--- src/rtl/lift_pkg.sv ---
// Shared floor constants, size defaults and scheduler state encoding for the lift scheduler.
// ST_RECALL exists only when LIFT_SCHED_FIRE_EN is defined.
package lift_pkg;

  localparam int NUM_FLOORS_DEF = 5;
  localparam int FLOOR_W_DEF    = 3;

  localparam logic [FLOOR_W_DEF-1:0] G  = 3'd0;
  localparam logic [FLOOR_W_DEF-1:0] F1 = 3'd1;
  localparam logic [FLOOR_W_DEF-1:0] F2 = 3'd2;
  localparam logic [FLOOR_W_DEF-1:0] F3 = 3'd3;
  localparam logic [FLOOR_W_DEF-1:0] F4 = 3'd4;

  typedef enum logic [1:0] {
    ST_IDLE       = 2'd0,
    ST_SERVE_UP   = 2'd1,
    ST_SERVE_DOWN = 2'd2
`ifdef LIFT_SCHED_FIRE_EN
    ,
    ST_RECALL     = 2'd3
`endif
  } sched_state_e;

endpackage

--- src/rtl/lift_call_latch.sv ---
// Outstanding-call register: sets on a call pulse, clears when the door opens at that floor.
// flush empties the register and blocks new calls for the cycle (emergency recall).
module lift_call_latch
  import lift_pkg::*;
#(
  parameter int NUM_FLOORS = NUM_FLOORS_DEF,
  parameter int FLOOR_W    = FLOOR_W_DEF
) (
  input  logic                  clk,
  input  logic                  rst,
  input  logic [NUM_FLOORS-1:0] call_btn,
  input  logic [FLOOR_W-1:0]    current_floor,
  input  logic                  door_open,
  input  logic                  flush,
  output logic [NUM_FLOORS-1:0] pending
);

  logic [NUM_FLOORS-1:0] clr;
  logic [NUM_FLOORS-1:0] pending_d;
  logic [NUM_FLOORS-1:0] pending_q;

  // An out-of-range floor matches no index, so nothing clears.
  always_comb begin
    clr = '0;
    for (int i = 0; i < NUM_FLOORS; i++) begin
      clr[i] = door_open && (current_floor == FLOOR_W'(i));
    end
    pending_d = flush ? '0 : ((pending_q | call_btn) & ~clr);
  end

  always_ff @(posedge clk) begin
    if (rst) begin
      pending_q <= '0;
    end else begin
      pending_q <= pending_d;
    end
  end

  assign pending = pending_q;

endmodule

--- src/rtl/lift_req_sched.sv ---
// SCAN-order lift request scheduler: picks the next target floor from the outstanding calls.
// Optional emergency recall is compiled in with LIFT_SCHED_FIRE_EN.
//   state         | meaning
//   ST_IDLE       | no call being served, req_floor follows current_floor
//   ST_SERVE_UP   | serving calls at or above the lift, lowest first
//   ST_SERVE_DOWN | serving calls at or below the lift, highest first
//   ST_RECALL     | fire recall: target ground, calls discarded
module lift_req_sched
  import lift_pkg::*;
#(
  parameter int NUM_FLOORS = NUM_FLOORS_DEF,
  parameter int FLOOR_W    = FLOOR_W_DEF
) (
  input  logic                  clk,
  input  logic                  rst,
  input  logic [NUM_FLOORS-1:0] call_btn,
  input  logic [FLOOR_W-1:0]    current_floor,
  input  logic                  door_open,
  input  logic                  fire_recall,
  output logic [FLOOR_W-1:0]    req_floor,
  output logic [NUM_FLOORS-1:0] pending,
  output logic                  busy,
  output logic                  dir_up
);

  localparam logic [FLOOR_W-1:0] TOP_FLOOR = FLOOR_W'(NUM_FLOORS - 1);

  sched_state_e          state_q, state_d;
  logic [FLOOR_W-1:0]    req_floor_q, req_floor_d;
  logic                  dir_up_q, dir_up_d;
  logic [NUM_FLOORS-1:0] pending_q;
  logic [FLOOR_W-1:0]    cur;
  logic                  flush;
  logic                  any_above, any_below, up_found, dn_found;
  logic [FLOOR_W-1:0]    up_tgt, dn_tgt;

`ifdef LIFT_SCHED_FIRE_EN
  assign flush = fire_recall || (state_q == ST_RECALL);
`else
  logic unused_fire_recall;
  assign unused_fire_recall = fire_recall;
  assign flush              = 1'b0;
`endif

  lift_call_latch #(
    .NUM_FLOORS (NUM_FLOORS),
    .FLOOR_W    (FLOOR_W)
  ) u_call_latch (
    .clk           (clk),
    .rst           (rst),
    .call_btn      (call_btn),
    .current_floor (current_floor),
    .door_open     (door_open),
    .flush         (flush),
    .pending       (pending_q)
  );

  // A floor report beyond the shaft is treated as the top floor.
  assign cur = (current_floor > TOP_FLOOR) ? TOP_FLOOR : current_floor;

  always_comb begin
    any_above = 1'b0;
    any_below = 1'b0;
    up_found  = 1'b0;
    dn_found  = 1'b0;
    up_tgt    = cur;
    dn_tgt    = cur;
    for (int i = NUM_FLOORS - 1; i >= 0; i--) begin
      if (pending_q[i] && (FLOOR_W'(i) >= cur)) begin
        up_found = 1'b1;
        up_tgt   = FLOOR_W'(i);
      end
    end
    for (int i = 0; i < NUM_FLOORS; i++) begin
      if (pending_q[i] && (FLOOR_W'(i) <= cur)) begin
        dn_found = 1'b1;
        dn_tgt   = FLOOR_W'(i);
      end
      if (pending_q[i] && (FLOOR_W'(i) > cur)) any_above = 1'b1;
      if (pending_q[i] && (FLOOR_W'(i) < cur)) any_below = 1'b1;
    end
  end

  always_comb begin
    state_d     = state_q;
    req_floor_d = req_floor_q;
    if (!door_open) begin
      case (state_q)
        ST_IDLE: begin
          if (any_above) begin
            state_d     = ST_SERVE_UP;
            req_floor_d = up_tgt;
          end else if (any_below) begin
            state_d     = ST_SERVE_DOWN;
            req_floor_d = dn_tgt;
          end else begin
            req_floor_d = cur;
          end
        end
        ST_SERVE_UP: begin
          if (up_found) begin
            req_floor_d = up_tgt;
          end else if (any_below) begin
            state_d     = ST_SERVE_DOWN;
            req_floor_d = dn_tgt;
          end else begin
            state_d     = ST_IDLE;
            req_floor_d = cur;
          end
        end
        ST_SERVE_DOWN: begin
          if (dn_found) begin
            req_floor_d = dn_tgt;
          end else if (any_above) begin
            state_d     = ST_SERVE_UP;
            req_floor_d = up_tgt;
          end else begin
            state_d     = ST_IDLE;
            req_floor_d = cur;
          end
        end
        default: state_d = ST_IDLE;
      endcase
    end
`ifdef LIFT_SCHED_FIRE_EN
    // Recall overrides the door hold in both directions.
    if (fire_recall) begin
      state_d     = ST_RECALL;
      req_floor_d = '0;
    end else if (state_q == ST_RECALL) begin
      state_d = ST_IDLE;
    end
`endif
    case (state_d)
      ST_SERVE_UP:   dir_up_d = 1'b1;
      ST_SERVE_DOWN: dir_up_d = 1'b0;
`ifdef LIFT_SCHED_FIRE_EN
      ST_RECALL:     dir_up_d = 1'b0;
`endif
      default:       dir_up_d = dir_up_q;
    endcase
  end

  always_ff @(posedge clk) begin
    if (rst) begin
      state_q     <= ST_IDLE;
      req_floor_q <= '0;
      dir_up_q    <= 1'b1;
    end else begin
      state_q     <= state_d;
      req_floor_q <= req_floor_d;
      dir_up_q    <= dir_up_d;
    end
  end

  assign req_floor = req_floor_q;
  assign pending   = pending_q;
  assign busy      = (state_q != ST_IDLE);
  assign dir_up    = dir_up_q;

endmodule

--- config.mk ---
export PLATFORM = sky130hd
export DESIGN_NAME = lift_req_sched
export DESIGN_NICKNAME = d
export VERILOG_FILES = /design/src/rtl/lift_pkg.sv /design/src/rtl/lift_call_latch.sv /design/src/rtl/lift_req_sched.sv
export SDC_FILE = /design/constraint.sdc
export NUM_CORES = 1
export LEC_CHECK = 0
export ABC_AREA = 1
export BUFFER_PORTS_ARGS = -buffer_cell sky130_fd_sc_hd__clkbuf_2
export CORE_UTILIZATION = 45
export DETAILED_ROUTE_END_ITERATION = 12
export HOLD_SLACK_MARGIN = 0.1
export PLACE_DENSITY = 0.68
export SLEW_MARGIN = 20
export SYNTH_ARGS = -nofsm -noshare
export SYNTH_HDL_FRONTEND = slang
export SYNTH_SLANG_ARGS = --single-unit
--- constraint.sdc ---
create_clock -name clk -period 2.2 [get_ports clk]
set_clock_uncertainty 0.15 [all_clocks]
set_input_delay 0.11 -clock clk [delete_from_list [all_inputs] [get_ports clk]]
set_output_delay 0.11 -clock clk [all_outputs]
set_load 0.1 [all_outputs]
After elaboration in Yosys (flattened, before gate mapping)
Index checks and enable logic that the tools add are counted.

Memory bits (read-only): 0. Output and inout port bits: 10. Latch bits: 0. Bits of input ports: 12. Flip-flop bits (word level): 11. Bits in writable memories: 0. Memories kept: 0. Word-level logic and storage cells: 114.

Bitwise gates (word level): 4. Multiply operators: 0. Mux-type cells: 46. Equal/unequal tests: 8. Add/sub/neg operators: 0. Reductions and logical operators: 31. Magnitude comparators: 21. Divide/modulo/power cells: 0. Shifts and indexed selects: 0.

Operators with widths (number): $mux 3 (16); $logic_and 1x1->1 (25); $mux 1 (21); $mux 2 (6); $pmux 3 s3 (1); $eq 3x2->1 const B (2); $ge 1x3->1 const A (2); $ge 2x3->1 const A (2); $gt 1x3->1 const A (2); $gt 2x3->1 const A (2); $le 1x3->1 const A (2); $le 2x3->1 const A (2); $lt 1x3->1 const A (2); $lt 2x3->1 const A (2); $pmux 2 s3 (1); $and 5x5->5 (1); $not 5->5 (1); $or 5x5->5 (1); $eq 2x1->1 const B (2); $eq 2x2->1 const B (2); $reduce_bool 2->1 (2); $eq 3x1->1 const B (1); $eq 3x3->1 const B (1); $ge 3x3->1 const A (1); 10 further kinds (10).

Longest topological paths before layout
Gate-level depths: netlist (run 1).

Word-level depth: 15. Depth in mapped cells: 13. Gate-level depth less buffers: 13.

Cells and area by module
A second synthesis (run 1) with hierarchy kept.

Cells, all modules: 193. Area total of the unflattened synthesis: 1078.5 µm².

Modules (own cells, without submodules): lift_req_sched (times used 1, area each 820.8 µm², cells an instance 148, seq. area each 120.1 µm²); lift_call_latch (times used 1, area each 257.7 µm², cells an instance 45, seq. area each 100.1 µm²).

Worst setup path after synthesis (run 1)
Ideal clock, no wire load.

Kind: register -> register. Start point: reg u_call_latch.pending_q[3], in the netlist u_call_latch.pending[3]. End point: reg dir_up_q, in the netlist dir_up. Buffers on the path: 0. Cell stages (with the launch flop): 13. Path slack: -0.451 ns. Clock period less this slack: 2.651 ns. Required time: 1.926 ns. Arrival: 2.377 ns. Setup time: 0.124 ns. Cell sequence: dfxtp_1 > inv_1 > nor2_1 > nor2_1 > nand4_2 > inv_2 > nand2_1 > nand3_1 > nand2_1 > a21boi_1 > ha_1 > a21oi_1 > o21ai_0.

Longest elaborated chain between the ends: 10. Elaborated cells between the ends (all ways): 26. Those cells by class: eq/ne: 2; mux: 19; reduce/logical: 5.

RTL lines: start, declared (line lift_call_latch.sv:20) `logic [NUM_FLOORS-1:0] pending_q;`; start signal, assigned (line lift_call_latch.sv:35) `pending_q <= pending_d;`; $logic_and 1x1->1 (line lift_req_sched.sv:69) `if (pending_q[i] && (FLOOR_W'(i) >= cur)) begin`; $mux 1 (4 in a row) (line lift_req_sched.sv:69); $mux 2 (line lift_req_sched.sv:101) `if (up_found) begin`; $pmux 2 s3 * (line lift_req_sched.sv:88) `case (state_q)`; $mux 2 * (line lift_req_sched.sv:87) `if (!door_open) begin`; $eq 2x2->1 / $eq 2x1->1 (equally long branches) (line lift_req_sched.sv:134) `case (state_d)`; $pmux 1 s2 / $reduce_bool 2->1 (equally long branches); end signal, assigned (line lift_req_sched.sv:152) `dir_up_q <= dir_up_d;`; end, declared (line lift_req_sched.sv:30) `logic dir_up_q, dir_up_d;`.

Every way passes the cells marked *; elsewhere a longest branch is shown, timed or not. A chain may end at the register's enable or synchronous reset.

Worst setup path after layout (run 1)
Start point: reg u_call_latch.pending_q[3], in the netlist u_call_latch.pending[3]. End point: reg state_q[0].

Longest elaborated chain between the ends: 8. Elaborated cells between the ends (all ways): 21. Those cells by class: mux: 17; reduce/logical: 4.

RTL lines: $logic_and 1x1->1 (line lift_req_sched.sv:69); $mux 1 (4 in a row) (line lift_req_sched.sv:69); $mux 2 (line lift_req_sched.sv:101); $pmux 2 s3 * (line lift_req_sched.sv:88); $mux 2 * (line lift_req_sched.sv:87); end signal, assigned (line lift_req_sched.sv:150) `state_q <= state_d;`; end, declared (line lift_req_sched.sv:28) `sched_state_e state_q, state_d;`.

Marks and branches as above.

==> reports/metrics.yaml, run 1 <==
floorplanning:
  core_region_area_um2: 2040
  die_width_um: 49.5
  starting_density_pct: 49.7
  io_pins: 22
  design.die.area_um2: 2450
  num_rows: 16
  die_h_um: 49.5
cells_and_area:
  final-instance-count-excl-fill: 231
  post_route_cells_drive_above_1_share_pct: 24.0
  antenna_cells: 0
  nFillCells: 202
  finalNetCount: 223
  layout-area-overhead-vs-synth_pct: 29.3
clocking:
  ctsRootBufferMaster: "clkbuf_4"
  htreeDepth: 1
  cts.reportedPaths.clkPinSlew_ps: 70
  cts.sink_count: 11
  cts_tree: "built"
  clock_path_buffers: 2
  cts-buffers-inserted: 3
  clk_latency_ps: 270
worst_setup_path:
  required_ps: 2210
  critical_path_peak_fanout: 6
  setup.worst_path.start: "u_call_latch.pending[3]$_SDFF_PP0_"
  kind_of_critical_path: "flip-flop to flip-flop"
  r2r_start: "u_call_latch.pending[3]$_SDFF_PP0_"
  cp.arrival_ps: 2070
  worst_setup_path_end_kind: "flip-flop"
  timing.critical_path.from_type: "flip-flop"
  timing.reg2reg.setup_slack_ps: 140
sta:
  timing.hold.ws_ps: 121
  timing.final.setup_violations: 0
  post-route-min-period_ps: 2060
  timing_hold_violations_final: 0
  crit_share_post_route_pct: 93.7
  fin_ws_ps: 140
  clock.fmax_mhz: 485
  worst-slew-pin-transition_ps: 542
  final_max_slew_viol_count: 0
  maxSlewHeadroom_pct: 64.0
yosys:
  number_of_flops_mapped_to_enable_cells_by_yosys: 0
  post_synth_main_area_contributors: "dfxtp_1, nand2_1, nand3_1"
  yosysMostFrequentCell: "nand2_1"
  synth_async_sr_flop_share_pct: 0
  syn-mean-instance-area_um2: 6.04
  synth_top_area_cell: "dfxtp_1"
  syn_area_um2: 1010
  synth_top_cells_by_count: "nand2_1, inv_1, nand3_1"
  syn-num-nets: 186
  yosysWarnings: 0
  synth.ff_latch_count: 11
  top_reg_cell_synth: "dfxtp_1"
  yosysSeqAreaShare_pct: 21.7
  synthesis.instances: 168
  synth.top_cell.area_share_pct: 21.7
  yosys.cell_types.count: 26
route:
  drt_iter0_markers: 40
  routed_wl_um: 2710
  detail_route.vias_per_cell: 5.43
  routedWlPerCell_um: 11.7
  final_antenna_net_count: 0
  detailedRoute.firstPassIterationCount: 4
  detailroute.via_count: 1254
  drc_errors: 0
hold_path:
  hp-class: "input pin to flip-flop"
  hold_path_startpoint: "current_floor[1]"
global_route:
  grt_usage_pct: 23.3
  global_route_wire_length_before_repair_um: 4420
  first_global_vias: 1077
  globalRouteOverflowTotal: 0
  maximum_number_of_pins_on_one_net_before_global_route_repair: 11
  initial_antenna_violation_count: 0
power:
  vdd_ir_drop_max_v: 0.000511
  p_leak_nw: 0.699
  power.density_cell_area_nw_per_um2: 620
  total_power_mw: 0.814
placement:
  dp_cells: 215
  port-buffer-count: 20
  gpl.final_weighted_congestion: 0.912
  detailedPlace.worstSlack_ps: 178
  detailed_place_hpwl_um: 2070
run_status:
  run_status: "finished, final reports clean"
job:
  cap_violations: 0
==> cell usage in the layout, fill, tap and decap left out, types with 2 or more instances in the layout <==
master,count
nand2_2,8
o211ai_1,2
buf_4,3
dlygate4sd3_1,10
nor2_1,4
o21ai_0,9
dfxtp_1,6
a31oi_1,4
inv_1,20
nand3_1,19
nand2_1,52
nor2_2,2
a21oi_1,10
ha_1,6
clkbuf_2,20
inv_2,2
clkbuf_4,3
nand4_1,4
o21ai_1,3
dfxtp_2,4
==> cells by family (layout without fill, tap and decap cells) <==
kind of cell               after synthesis  count (layout)  synth area share, %
and+or+nand+nor                         94              94                 42.9
AOI/OAI and AO/OA                       33              33                 18.9
DFF                                     11              11                 21.7
buffers and inverters                   24              60                 9.12
adders and majority gates                6               6                 7.40
==> layer usage <==
metal	part of all wire [%]	routed length [um]	GRT usage [%]	up-vias
met5	0	0	0	-
met4	1.9	51	10.0	0
met3	5.1	138	0.926	6
met2	45	1210	38.8	44
met1	48	1300	31.1	566
li1	-	-	-	638
==> area by class of cell <==
type                    count  area, um2  share of cell area [%]
clock buffers               4       26.3                    2.00
inverters                  23       88.8                    6.77
multi-input cells         133        712                    54.2
flip-flops and latches     11        229                    17.4
well taps                  27       33.8                    2.57
repair buffers             33        223                    17.0
==> path summary, 6_finish.rpt <==
path | to | depth (start not counted)
worst max-delay path | state_q[0]$_SDFF_PP0_ | 11
worst min-delay path | u_call_latch.pending[1]$_SDFF_PP0_ | 3
worst max register to register | state_q[0]$_SDFF_PP0_ | 11
worst min register to register | dir_up$_SDFFE_PP1P_ | 2
==> sequential cells by signal, indices dropped and copies added (netlist names), named ones only <==
| signal | flops |
|---|---|
| req_floor | 3 |
| state_q | 1 |
| dir_up | 1 |
| u_call_latch.pending | 5 |
==> report_power, final <==
| part | leakage (nW) | switching (mW) | internal, mW |
|---|---|---|---|
| clock network | 0.0150 | 0.0684 | 0.0702 |
| registers | 0.0928 | 0.0230 | 0.222 |
| logic | 0.591 | 0.313 | 0.117 |
| total | 0.699 | 0.405 | 0.409 |
==> per-stage QoR <==
stage,area [um2],utilization [%],TNS [ps]
floorplan,1020,-,0
global placement,1160,56.9,0
detailed placement,1160,56.9,0
CTS,1290,63.1,0
global route,1310,64.3,-16.2
finish,1310,64.3,0
==> critical path, cell delays in order, from the launching register on <==
cell and delay, ps:
dfxtp_4 370, inv_1 80, nor2_2 60, nor2_1 130, nand4_2 140, inv_2 120
nor2_1 40, a21oi_1 110, nand2_1 90, nand2_1 80, a21oi_2 40, dlygate4sd3_1 540
==> timing repair <==
action / CTS / global route
hold endpoints to repair: 8 / 0
hold buffers: 10 / 0
buffers inserted: 0 / 2
setup endpoints to repair: 0 / 2
resized for setup: 0 / 2
(Power assumes the default switching activity.)
==> run 2, diff against run 1 <==
Settings changed: SYNTH_HIERARCHICAL set to 1.
==> run 2 against run 1 <==
Effect of this change: die area is 6.0% higher; global-route usage is 0.55 points higher; worst setup slack better by 4.5 ps; hold slack better by 11 ps; synthesized area is 6.3% higher; largest cell class unchanged; clock power is 4% higher; non-clock buffer count stayed put.
==> reports/metrics.yaml, run 2 <==
yosys:
  yosysSeqAreaShare_pct: 20.4
  syn-num-nets: 211
  syn_area_um2: 1080
  synth_top_cells_by_count: "nand2_1, inv_1, nor2_1"
  synth_top_area_cell: "nand2_1"
  top_reg_cell_synth: "dfxtp_1"
  synth_async_sr_flop_share_pct: 0
  synth.top_cell.area_share_pct: 25.4
  yosys.cell_types.count: 21
  yosysWarnings: 6
  yosysMostFrequentCell: "nand2_1"
  synthesis.instances: 193
  synth.ff_latch_count: 11
  syn-mean-instance-area_um2: 5.59
  number_of_flops_mapped_to_enable_cells_by_yosys: 0
  post_synth_main_area_contributors: "nand2_1, dfxtp_1, inv_1"
global_route:
  global_route_wire_length_before_repair_um: 4740
  maximum_number_of_pins_on_one_net_before_global_route_repair: 9
  first_global_vias: 1144
  initial_antenna_violation_count: 0
  globalRouteOverflowTotal: 0
  grt_usage_pct: 23.8
placement:
  port-buffer-count: 20
  detailed_place_hpwl_um: 2070
  detailedPlace.worstSlack_ps: 74.0
  gpl.final_weighted_congestion: 0.875
clocking:
  htreeDepth: 1
  clock_path_buffers: 2
  ctsRootBufferMaster: "clkbuf_4"
  cts.sink_count: 11
  cts-buffers-inserted: 3
  cts_tree: "built"
  cts.reportedPaths.clkPinSlew_ps: 70
  clk_latency_ps: 280
hold_path:
  min_path_cells: 5
  hp-class: "input pin to flip-flop"
  min_delay_worst_endpoint: "u_call_latch/pending[0]$_SDFF_PP0_"
  hold_path_startpoint: "current_floor[0]"
worst_setup_path:
  cp.arrival_ps: 2080
  kind_of_critical_path: "flip-flop to flip-flop"
  timing.reg2reg.setup_slack_ps: 140
  worst_setup_path_end_kind: "flip-flop"
  endpoint_of_the_most_critical_register_to_register_path: "state_q[0]$_SDFF_PP0_"
  reg2regPathDepth: 11
  critical_path_peak_fanout: 6
  timing.critical_path.from_type: "flip-flop"
  required_ps: 2220
  r2r_start: "u_call_latch/pending[3]$_SDFF_PP0_"
floorplanning:
  design.die.area_um2: 2600
  num_rows: 17
  die_h_um: 51.0
  io_pins: 22
  die_width_um: 51.0
  starting_density_pct: 48.3
  core_region_area_um2: 2230
route:
  final_antenna_net_count: 0
  routed_wl_um: 2750
  routedWlPerCell_um: 10.7
  detail_route.vias_per_cell: 4.91
  detailroute.via_count: 1268
  drc_errors: 0
  drt_iter0_markers: 31
  detailedRoute.firstPassIterationCount: 4
power:
  vdd_ir_drop_max_v: 0.000450
  power.density_cell_area_nw_per_um2: 537
  power.share.clock_pct: 19.5
  netSwitchingFraction_pct: 47.8
  sequential_group_share_of_total_power_pct: 31.5
  comb_power_share_pct: 48.9
  netSwitchingPower_mw: 0.356
  internal_power_mw: 0.388
  p_leak_nw: 0.763
sta:
  clock.fmax_mhz: 486
  timing.final.setup_violations: 0
  crit_share_post_route_pct: 93.5
  fin_ws_ps: 144
  maxSlewHeadroom_pct: 63.5
  grt_setup_unrepaired: "false"
  timing_hold_violations_final: 0
  fin_tns_setup_ps: 0
  worst-slew-pin-transition_ps: 550
  post-route-min-period_ps: 2060
  final_max_slew_viol_count: 0
cells_and_area:
  antenna_cells: 0
  nFillCells: 227
  final_common_cell: "nand2_1"
  layout_common_cells: "nand2_1, inv_1, clkbuf_2"
  layout-area-overhead-vs-synth_pct: 28.4
  post_route_cells_drive_above_1_share_pct: 21.3
  finalNetCount: 249
  largest_register_ffs: 5
run_status:
  run_status: "finished, final reports clean"
job:
  cap_violations: 0
-- run 2: cell types whose count changed in the layout (fill, tap and decap cells not counted), sizes merged, moves of 3 or more --
| cell | delta |
|---|---|
| a31oi | -3 |
| nand3 | -3 |
| o21ai | -5 |
| nand2 | +19 |
| nor2 | +17 |
| a21oi | -3 |
| inv | +9 |
| nand4 | -3 |
-- run 2: cells by family after synthesis --
family	after synthesis	synth area share (%)
flip-flops	11	20.4
adder cells (fa/ha/maj)	6	6.96
other	1	0.348
AND/OR/NAND/NOR	124	50.7
AO/OA/AOI/OAI	19	10.4
buffers and inverters	32	11.1
-- run 2: critical path, stage by stage (launching register included) --
cell,delay (ps)
dfxtp_4,370
inv_1,80
nor2_2,50
nor2_1,90
nand2_1,100
nor2_4,170
nand2_2,80
nand3_1,90
nand3_1,90
nand2_1,90
a21oi_2,50
dlygate4sd3_1,550
-- run 2: worst max-delay path by stage --
stage,from,to,cells past startpoint
floorplan,u_call_latch/pending[2]$_SDFF_PP0_,dir_up$_SDFFE_PP1P_,11
global placement,current_floor[2],dir_up$_SDFFE_PP1P_,14
detailed placement,current_floor[2],dir_up$_SDFFE_PP1P_,14
CTS,u_call_latch/pending[3]$_SDFF_PP0_,dir_up$_SDFFE_PP1P_,12
global route,u_call_latch/pending[3]$_SDFF_PP0_,dir_up$_SDFFE_PP1P_,14
finish,u_call_latch/pending[3]$_SDFF_PP0_,state_q[0]$_SDFF_PP0_,11
-- run 2: power groups by stage --
stage               clock network [mW]  logic (mW)  registers (mW)
finish                           0.145       0.364           0.235
global route                     0.154       0.399           0.237
CTS                              0.150       0.352           0.234
detailed placement                   0       0.335           0.238
global placement                     0       0.328           0.238
floorplan                            0       0.170           0.335
-- run 2: stage by stage --
stage	instances	power, mW	cell area, um2	hold WS [ps]	utilization [%]
after CTS	257	0.736	1370	134	61.3
after floorplan	193	0.505	1090	22.4	-
final	258	0.744	1390	132	62.0
after detailed placement	241	0.573	1220	223	54.7
after global placement	241	0.566	1220	215	54.7
after global routing	258	0.789	1390	165	62.0
-- run 2: area by class of cell --
cell class / count / area, um2 / share of cell area, %
Inverter: 32 / 120 / 8.67
Tap cell: 28 / 35.0 / 2.53
Clock buffer: 4 / 26.3 / 1.90
Timing Repair Buffer: 33 / 228 / 16.4
Multi-Input combinational cell: 150 / 747 / 53.9
Sequential cell: 11 / 229 / 16.5
-- run 2: metal layers --
layer  vias up  track usage [%]  routed length [um]
met5         -                0                   0
met4         0             11.1                  51
met3         5             2.68                  80
met2        31             39.0                1320
met1       558             30.8                1300
li1        674                -                   -
-- run 2: timing repair --
action,CTS,global route
resized for setup,0,5
hold endpoints to repair,9,0
hold buffers,12,0
endpoints found under the setup margin,0,1
setup buffers,0,1
==> run 3, diff against run 2 <==
Settings changed: CTS_BUF_LIST set to sky130_fd_sc_hd__clkbuf_8.
Clock period 2.2 ns to 2.15 ns, I/O delays scaled along.
==> run 3 against run 2 <==
Effect of this change: sequential cell count stayed put; combinational power about the same; via count shrank 2.2%; global-route usage is 1.1 points higher; clock-buffer cell count shrank 1; sequential power rose by 2%; hold slack worse by 22 ps.
==> reports/metrics.yaml, run 3 (synthesized netlist as in run 2, its figures left out) <==
cells_and_area:
  final_common_cell: "nand2_1"
  final_design_area_no_fill_um2: 1380
  post_route_cells_drive_above_1_share_pct: 20.7
  largest_register_ffs: 5
  final-instance-count-excl-fill: 255
  finalNetCount: 246
  antenna_cells: 0
  layout_common_cells: "nand2_1, inv_1, clkbuf_2"
  layout-area-overhead-vs-synth_pct: 27.8
clocking:
  clk_latency_ps: 240
  cts-buffers-inserted: 3
  cts.reportedPaths.clkPinSlew_ps: 50
  htreeDepth: 1
  cts.sink_count: 11
  number_of_buffers_inserted_by_post_cts_setup_repair: 0
  cts_tree: "built"
  clock_path_buffers: 2
  ctsRootBufferMaster: "clkbuf_8"
sta:
  clock.fmax_mhz: 487
  crit_share_post_route_pct: 95.6
  worst-slew-pin-transition_ps: 542
  maxSlewHeadroom_pct: 64.0
  timing.final.setup_violations: 0
  post-route-min-period_ps: 2050
  timing_hold_violations_final: 0
  final_max_slew_viol_count: 0
  grt_setup_unrepaired: "true"
  fin_ws_ps: 95.5
  timing.hold.ws_ps: 110
worst_setup_path:
  kind_of_critical_path: "flip-flop to flip-flop"
  worstSetupPathDepth: 11
  cp_common_cell: "nand2_1"
  timing.critical_path.from_type: "flip-flop"
  slowest_stage: "dlygate4sd3_1"
  worst_path_largest_cell_delay_ps: 550
  worst_setup_path_end_kind: "flip-flop"
  required_ps: 2120
  worst_path_dominant_cell_family: "simple AND/OR/NAND/NOR gates"
  reg2regPathDepth: 11
  critical_path_peak_fanout: 6
  cp.arrival_ps: 2030
  combined_buffer_and_inverter_count_along_the_critical_path: 2
  critical_path_cell_by_cell: "inv_1, nor2_2, nor2_1, nand2_1, nor2_4, nand2_1, nand3_1, nand3_1, nand2_1, a21oi_2, dlygate4sd3_1"
route:
  detailedRoute.firstPassIterationCount: 5
  detail_route.vias_per_cell: 4.86
  drc_errors: 0
  routedWlPerCell_um: 10.6
  final_antenna_net_count: 0
  routed_wl_um: 2690
  drt_iter0_markers: 28
  detailroute.via_count: 1240
floorplanning:
  core_region_area_um2: 2230
  starting_density_pct: 48.3
  num_rows: 17
  die_width_um: 51.0
  design.die.area_um2: 2600
  io_pins: 22
  die_h_um: 51.0
power:
  power.density_cell_area_nw_per_um2: 584
  p_leak_nw: 0.759
  vdd_ir_drop_max_v: 0.000567
placement:
  port-buffer-count: 20
  dp_cells: 241
  placed_cell_area_um2: 1230
  detailedPlace.worstSlack_ps: 60.1
  gpl.final_weighted_congestion: 0.872
  detailed_place_hpwl_um: 2030
hold_path:
  hp-class: "input pin to flip-flop"
  min_path_cells: 4
global_route:
  globalRouteOverflowTotal: 0
  initial_antenna_violation_count: 0
  global_route_wire_length_before_repair_um: 4970
  maximum_number_of_pins_on_one_net_before_global_route_repair: 9
  first_global_vias: 1208
  grt_usage_pct: 24.9
job:
  cap_violations: 0
run_status:
  run_status: "finished, final reports clean"
-- run 3: cell count changes in the layout (fill, tap and decap cells not counted), moves of 2 or more --
cell | before | now
clkbuf_4 | 3 | 0
clkbuf_8 | 0 | 3
dfxtp_2 | 4 | 2
dfxtp_4 | 1 | 3
dlygate4sd3_1 | 12 | 10
-- run 3: timing repair --
item / 4_1_cts / 5_1_grt
endpoints found under the setup margin: 0 / 1
gates resized for setup: 0 / 3
endpoints found under the hold margin: 8 / 0
hold buffers: 10 / 0
-- run 3: tightest hold or removal path, cell delays in order --
cell and delay (ps):
clkbuf_2 160, nand2_1 90, nor2_1 40, nor2_1 70
-- run 3: power by group --
group / leakage [nW] / internal, mW / total [mW] / switching [mW]
Clock: 0.0269 / 0.125 / 0.203 / 0.0775
Combinational: 0.639 / 0.0979 / 0.363 / 0.266
Sequential: 0.0934 / 0.221 / 0.239 / 0.0180
Total: 0.759 / 0.444 / 0.805 / 0.361
-- run 3: metal layers --
| layer | track usage (%) | part of all wire (%) |
|---|---|---|
| met1 | 32.1 | 48 |
| met2 | 41.9 | 47 |
| met3 | 3.27 | 3.6 |
| met4 | 9.26 | 1.2 |
| met5 | 0 | 0 |
-- run 3: final timing paths --
path	from	to	slack (ps)
max	u_call_latch/pending[3]$_SDFF_PP0_	state_q[0]$_SDFF_PP0_	100
min	current_floor[1]	u_call_latch/pending[2]$_SDFF_PP0_	110
max reg2reg	u_call_latch/pending[3]$_SDFF_PP0_	state_q[0]$_SDFF_PP0_	100
min reg2reg	dir_up$_SDFFE_PP1P_	dir_up$_SDFFE_PP1P_	350
-- run 3: final cells by class --
cell class,instances,area (um2)
Fill cell,227,855
Multi-Input combinational cell,150,744
Sequential cell,11,234
Timing Repair Buffer,30,200
Inverter,32,120
Clock buffer,3,41.3
Tap cell,28,35.0
Clock inverter,1,3.75
-- run 3: metrics by stage --
stage                     setup TNS (ps)  utilization (%)  total power, mW
after global placement                 0             55.0            0.577
after global routing               -19.7             61.7            0.855
after floorplan                        0                -            0.516
after CTS                              0             61.5            0.804
final                                  0             61.7            0.805
after detailed placement               0             55.0            0.584
